[config.mk]
export PLATFORM = sky130hd
export DESIGN_NAME = mem_stage
export DESIGN_NICKNAME = d
export VERILOG_FILES = /design/src/rtl/mem_stage_pkg.sv /design/src/rtl/mem_align.sv /design/src/rtl/mem_stage.sv
export SDC_FILE = /design/constraint.sdc
export NUM_CORES = 1
export LEC_CHECK = 0
export CORE_AREA = 2 2 211 213
export DETAILED_ROUTE_END_ITERATION = 12
export DIE_AREA = 0 0 213 215
export SLEW_MARGIN = 10
export SYNTH_ARGS = -nofsm -noshare
export SYNTH_HDL_FRONTEND = slang
export SYNTH_SLANG_ARGS = --single-unit
[constraint.sdc]
create_clock -name clk -period 9.6 [get_ports clk]
set_input_delay 2.4 -clock clk [delete_from_list [all_inputs] [get_ports clk]]
set_output_delay 2.4 -clock clk [all_outputs]
set_load 0.005 [all_outputs]
[src/rtl/mem_stage_pkg.sv]
// Shared types for the RV32I memory stage: control word, funct3 encodings,
// write-back mux selects and the stage FSM states.
package mem_stage_pkg;

   typedef enum logic [1:0] {IDLE, ACCESS, DONE} mem_state_t;

   typedef enum logic [2:0] {
      LF_LB  = 3'b000,
      LF_LH  = 3'b001,
      LF_LW  = 3'b010,
      LF_LBU = 3'b100,
      LF_LHU = 3'b101
   } load_funct3_t;

   typedef enum logic [2:0] {
      SF_SB = 3'b000,
      SF_SH = 3'b001,
      SF_SW = 3'b010
   } store_funct3_t;

   typedef enum logic [2:0] {
      RM_ALU_OUT,
      RM_BR_EN,
      RM_U_IMM,
      RM_LW,
      RM_PC_PLUS4
   } regfilemux_sel_t;

   typedef struct packed {
      logic       mem_read_d;
      logic       mem_write_d;
      logic [2:0] funct3;
   } mem_ctrl_t;

   typedef struct packed {
      regfilemux_sel_t regfilemux_sel;
      logic            ld_reg;
      logic [4:0]      rd;
   } wb_ctrl_t;

   typedef struct packed {
      logic        valid_commit;
      logic [31:0] pc_rdata;
      logic [31:0] mem_addr;
      logic [3:0]  rmask;
      logic [3:0]  wmask;
      logic [31:0] mem_rdata;
      logic [31:0] mem_wdata;
   } rvfi_t;

   typedef struct packed {
      mem_ctrl_t mem;
      wb_ctrl_t  wb;
      rvfi_t     rvfi;
   } control_word;

   localparam logic [31:0] PC_RESET = 32'h4000_0000;

   // Width lives in funct3[1:0] for both loads and stores.
   function automatic logic is_misaligned(input logic [2:0] funct3, input logic [1:0] addr);
      case (funct3[1:0])
         2'b01:   return addr[0];
         2'b10:   return addr != 2'b00;
         default: return 1'b0;
      endcase
   endfunction

endpackage

[src/rtl/mem_align.sv]
// Combinational lane logic: store byte enables and shifted data, load
// byte/half selection with sign/zero extension, and misalignment detection.
module mem_align
   import mem_stage_pkg::*;
(
   input  logic [2:0]  funct3,
   input  logic [1:0]  addr,
   input  logic [31:0] rs2,
   input  logic [31:0] rdata,
   output logic [3:0]  mbe,
   output logic [31:0] wdata,
   output logic [31:0] ld_data,
   output logic        misaligned
);

   logic [31:0] lane;

   always_comb begin
      misaligned = is_misaligned(funct3, addr);
      wdata      = rs2 << {addr, 3'b000};
      lane       = rdata >> {addr, 3'b000};

      case (funct3[1:0])
         2'b00:   mbe = 4'b0001 << addr;
         2'b01:   mbe = 4'b0011 << {addr[1], 1'b0};
         default: mbe = 4'b1111;
      endcase

      case (funct3)
         LF_LB:   ld_data = {{24{lane[7]}}, lane[7:0]};
         LF_LBU:  ld_data = {24'h0, lane[7:0]};
         LF_LH:   ld_data = {{16{lane[15]}}, lane[15:0]};
         LF_LHU:  ld_data = {16'h0, lane[15:0]};
         default: ld_data = rdata;
      endcase
   end

endmodule

[src/rtl/mem_stage.sv]
// RV32I memory-access stage: one data-cache transaction per instruction.
// Define MEM_STAGE_RVFI_EN to fill cw_out.rvfi memory fields at DONE.
module mem_stage
   import mem_stage_pkg::*;
#(
   parameter int unsigned ADDR_W   = 32,
   parameter int unsigned MAX_WAIT = 255
) (
   input  logic              clk,
   input  logic              rst,
   input  logic              ex_mem_valid,
   output logic              mem_ready,
   input  control_word       cw_in,
   input  logic [31:0]       alu_out_in,
   input  logic [31:0]       rs2_in,
   output logic              dmem_read,
   output logic              dmem_write,
   output logic [ADDR_W-1:0] dmem_address,
   output logic [31:0]       dmem_wdata,
   output logic [3:0]        dmem_mbe,
   input  logic [31:0]       dmem_rdata,
   input  logic              dmem_resp,
   output logic [31:0]       alu_out,
   output logic [31:0]       mem_data_out,
   output logic              mem_wb_valid,
   output logic              mem_wb_rdy,
   output control_word       cw_out,
   output logic              timeout_err
);

   localparam int unsigned CNT_W = $clog2(MAX_WAIT + 1);

   mem_state_t       state_q, state_d;
   logic [31:0]      alu_q, alu_d;
   logic [31:0]      rs2_q, rs2_d;
   logic [31:0]      mem_data_q, mem_data_d;
   control_word      cw_q, cw_d;
   logic [CNT_W-1:0] wait_q, wait_d;
   logic             timeout_q, timeout_d;

   logic        accept, is_load, is_store, in_access, mis;
   logic        align_mis;
   logic [3:0]  mbe;
   logic [31:0] wdata, ld_data;

   assign is_load   = cw_q.mem.mem_read_d;
   assign is_store  = cw_q.mem.mem_write_d;
   assign in_access = (state_q == ACCESS);
   assign mem_ready = !in_access;
   assign accept    = ex_mem_valid && mem_ready;
   assign mis       = align_mis && (is_load || is_store);

   mem_align u_align (
      .funct3     (cw_q.mem.funct3),
      .addr       (alu_q[1:0]),
      .rs2        (rs2_q),
      .rdata      (dmem_rdata),
      .mbe        (mbe),
      .wdata      (wdata),
      .ld_data    (ld_data),
      .misaligned (align_mis)
   );

   always_comb begin
      state_d    = state_q;
      alu_d      = alu_q;
      rs2_d      = rs2_q;
      cw_d       = cw_q;
      mem_data_d = mem_data_q;
      wait_d     = wait_q;
      timeout_d  = timeout_q;

      case (state_q)
         ACCESS: begin
            if (dmem_resp) begin
               mem_data_d = is_load ? ld_data : '0;
               state_d    = DONE;
            end else if (wait_q == CNT_W'(MAX_WAIT)) begin
               timeout_d = 1'b1;
            end else begin
               wait_d = wait_q + 1'b1;
            end
         end
         DONE:    state_d = IDLE;
         default: ;
      endcase

      // Misaligned memory ops skip ACCESS and retire like non-memory ops.
      if (accept) begin
         alu_d      = alu_out_in;
         rs2_d      = rs2_in;
         cw_d       = cw_in;
         mem_data_d = '0;
         wait_d     = '0;
         state_d    = ((cw_in.mem.mem_read_d || cw_in.mem.mem_write_d) &&
                       !is_misaligned(cw_in.mem.funct3, alu_out_in[1:0])) ? ACCESS : DONE;
      end
   end

   always_ff @(posedge clk or posedge rst) begin
      if (rst) begin
         state_q            <= IDLE;
         alu_q              <= '0;
         rs2_q              <= '0;
         mem_data_q         <= '0;
         wait_q             <= '0;
         timeout_q          <= 1'b0;
         cw_q               <= '0;
         cw_q.rvfi.pc_rdata <= PC_RESET;
      end else begin
         state_q    <= state_d;
         alu_q      <= alu_d;
         rs2_q      <= rs2_d;
         mem_data_q <= mem_data_d;
         wait_q     <= wait_d;
         timeout_q  <= timeout_d;
         cw_q       <= cw_d;
      end
   end

`ifdef MEM_STAGE_RVFI_EN
   logic [31:0] rdata_q, rdata_d;

   always_comb begin
      rdata_d = rdata_q;
      if (accept)
         rdata_d = '0;
      else if (in_access && dmem_resp)
         rdata_d = dmem_rdata;
   end

   always_ff @(posedge clk or posedge rst) begin
      if (rst) rdata_q <= '0;
      else     rdata_q <= rdata_d;
   end
`endif

   assign dmem_read    = in_access && is_load;
   assign dmem_write   = in_access && is_store;
   assign dmem_address = {alu_q[ADDR_W-1:2], 2'b00};
   assign dmem_wdata   = wdata;
   assign dmem_mbe     = in_access ? mbe : '0;
   assign alu_out      = alu_q;
   assign mem_data_out = mem_data_q;
   assign mem_wb_valid = (state_q == DONE);
   assign mem_wb_rdy   = (state_q == DONE);
   assign timeout_err  = timeout_q;

   always_comb begin
      cw_out = cw_q;
      if (is_load) cw_out.wb.regfilemux_sel = RM_LW;
      if (mis)     cw_out.wb.ld_reg = 1'b0;
`ifdef MEM_STAGE_RVFI_EN
      cw_out.rvfi.mem_addr  = 32'(dmem_address);
      cw_out.rvfi.rmask     = (is_load && !mis) ? mbe : '0;
      cw_out.rvfi.wmask     = (is_store && !mis) ? mbe : '0;
      cw_out.rvfi.mem_rdata = rdata_q;
      cw_out.rvfi.mem_wdata = (is_store && !mis) ? wdata : '0;
      if (mis) cw_out.rvfi.valid_commit = 1'b0;
`endif
   end

endmodule

==> summary.txt <==
Status: complete, no violations
Max Freq: 192 MHz
Effective utilization at floorplan: 28.6%
RSZ-0062 raised after global routing: no
Critical R2R Launch: state_q[1]
# Post-CTS Setup Buffers: 0
Final ANT Viol Nets: 0
Final setup fails: 0
Most frequent cells in the layout: 653 x nand2_1, 537 x clkdlybuf4s50_1, 255 x dfrtp_1, 36 x nor2_1, 31 x clkbuf_16
Top sig layer: met4
CP Launch Point: alu_out[0]
Crit Path Max Fanout: 37
Worst r2r dst: cw_out[2]
Post-layout util: 41.3%
Post-synth top area cell: dfrtp_1
Drt initial violations: 655
Most common cell after layout, fill and taps aside: nand2_1
Drt total wl: 39000 um
Number of global-route vias before repair: 10600
Flop2flop setup slack: 6.78 ns
Routed vias: 10300
Die Area: 0.0458 sq mm
Inserted Clock Buffers: 30
CTS Sinks: 258
Clk_lat worst skew: 0.56 ns
Total power: 4.47 mW
Final antenna diode count: 0
Critical path type: reg2out
Die Ht: 215 um
Residual DRC count: 0
Synth Instances: 1432
FP Rows: 77
CP arrival: 2.80 ns
Clock root cell: clkbuf_16
Worst Tran Pin Value: 1.04 ns
Clk slew on worst S/H paths: 0.06 ns
Max rail drop VDD: 133 uV
Area Overhead vs Synth: 44.3%
CP bufs+invs: 2
Gpl congestion: 0.830
Worst Path Required: 7.20 ns
Sequential-to-total area share from yosys stat: 51.8%
Yosys top cell area share: 51.6%
Die width: 213 um
IO Port Bufs: 537
Period utilization: 54.2%
Post-synth EDFFs: 0
CTS Hold Bufs: 0
Final Hold Fails: 0
Met2 WL: 19600 um
Total GRT Usage: 16.5%
Commonest register cell after synthesis: dfrtp_1
CP Cell Sequence: buf_4, mux2i_1, o21ai_0, clkdlybuf4s50_1
Initial antenna violation count: 0
Pre-CTS setup slack: 4.82 ns
Worst path slowest cell: dfrtp_2
Drt pass-1 iters: 4
Syn. warnings: 0
Routed len/inst: 16.4 um
Critical path depth in cells: 4
Seq cells post-synth: 258
Top-Level Pins: 540
CP startpoint kind: register
Max Cap Viol: 0
Worst hold path type: reg2reg
Register-to-Register Path Depth: 5
Met3 WL: 3060 um
Synthesized area: 0.0125 sq mm
Final min period: 5.20 ns
LEAKAGE: 8.35 nW
H-Tree Depth: 1
Vias per cell: 4.34
First-pass GRT wire length: 60000 um
Asr flop ratio synth: 100%
Largest net degree at the start of global routing: 112
Syn Area/Cell: 8.71 sq um
CP endpoint kind: primary output
Slew Viols, Final: 0
GRT overflow: 0
Setup Skew: 0.00999 ns
Crit path to: dmem_wdata[16]
TNS Setup: 0 ns
Fillcell total: 4317
Post-CTS Resized: 0
Clk buf depth: 3
Core box area: 0.0436 sq mm
Unique masters post-synth: 54
Final worst setup slack: 4.40 ns
Top cell family by delay on the critical path: buffers and inverters
Slew HR: 30.6%
CP max stage delay: 0.69 ns
Final HPWL from detailed placement: 27800 um
CTS tree: yes
Final cell count without fillers: 2374
Share of cells above drive strength 1: 4.94%
Pwr/cell area: 248 mW/mm^2
M1 WL: 15800 um
Largest cells by area after synthesis: dfrtp_1 52%, nand2_1 20%, buf_4 11%
Final net count: 2017
Placed instance count: 2319
-- cell usage after synthesis, types with 8 or more instances --
master and instances:
nand2_1 654, dfrtp_1 257, buf_4 188, buf_2 37, nor2_1 36, a22oi_1 30
mux2i_1 28, o21ai_0 24, clkbuf_1 22, o21ai_1 19, a21oi_1 16, nor2b_1 13
inv_1 10, a211oi_1 9, and2_1 9, a221o_1 8
-- area by class of cell --
| class | count | area [sq um] | area share [%] |
|---|---|---|---|
| clock buffer | 41 | 873 | 4.85 |
| multi-input combinational | 912 | 4280 | 23.8 |
| clock inverter | 14 | 151 | 0.841 |
| sequential | 258 | 6460 | 35.9 |
| inverter | 10 | 45.0 | 0.250 |
| timing repair buffer | 547 | 5450 | 30.3 |
| tap | 592 | 741 | 4.11 |
-- layer usage --
layer | up-vias | track usage (%)
met1 | 4922 | 19.8
met4 | 0 | 3.68
met5 | - | 0
met3 | 45 | 4.34
met2 | 340 | 29.3
li1 | 5007 | -
-- metrics by stage --
stage / hold slack (ns) / instance area, sq um
floorplan: 0.438 / 12500
global placement: 0.440 / 17000
detailed placement: 0.455 / 17000
CTS: 0.470 / 18000
global route: 0.480 / 18000
finish: 0.465 / 18000
-- kinds of logic (layout without fill, tap and decap cells) --
family / Yosys count / count (layout) / share of synthesized area (%)
simple gates: 735 / 735 / 23.2
buf+inv: 263 / 612 / 14.0
flops: 258 / 258 / 51.8
compound gates: 129 / 129 / 7.05
mux: 36 / 36 / 2.99
fa+ha+maj: 7 / 7 / 0.702
xor+xnor: 3 / 3 / 0.211
other cells: 1 / 2 / 0.0301
-- worst register-to-register path: stages, from the launching register on --
cell      delay (ns)
dfrtp_1         0.43
nand2b_1        0.59
and2_4          0.56
buf_4           0.80
nand2_1         0.28
nand2_1         0.09
-- worst min-delay path by stage --
| stage | depth (start not counted) | startpoint | slack, ns | to |
|---|---|---|---|---|
| floorplan | 2 | cw_q[145] | 0.44 | cw_q[145] |
| global placement | 1 | timeout_err | 0.44 | timeout_err |
| detailed placement | 2 | cw_q[144] | 0.46 | cw_q[144] |
| CTS | 2 | cw_q[144] | 0.47 | cw_q[144] |
| global route | 2 | cw_out[134] | 0.48 | cw_out[134] |
| finish | 2 | cw_out[134] | 0.47 | cw_out[134] |
-- power breakdown --
part,internal [mW],switching (mW),total (mW)
Clock,0.713,0.467,1.18
Sequential,1.39,0.220,1.61
Combinational,0.940,0.738,1.68
Total,3.05,1.43,4.47
-- sequential cells by signal (all words and copies together) (netlist names) --
| signal | cells |
|---|---|
| rs2_q | 32 |
| cw_out | 145 |
| cw_q | 4 |
| wait_q | 8 |
| is_load | 1 |
| mem_data_out | 32 |
| timeout_err | 1 |
| state_q | 2 |
| alu_out | 32 |
| is_store | 1 |
Note: power is estimated with default switching activity, not from simulation.
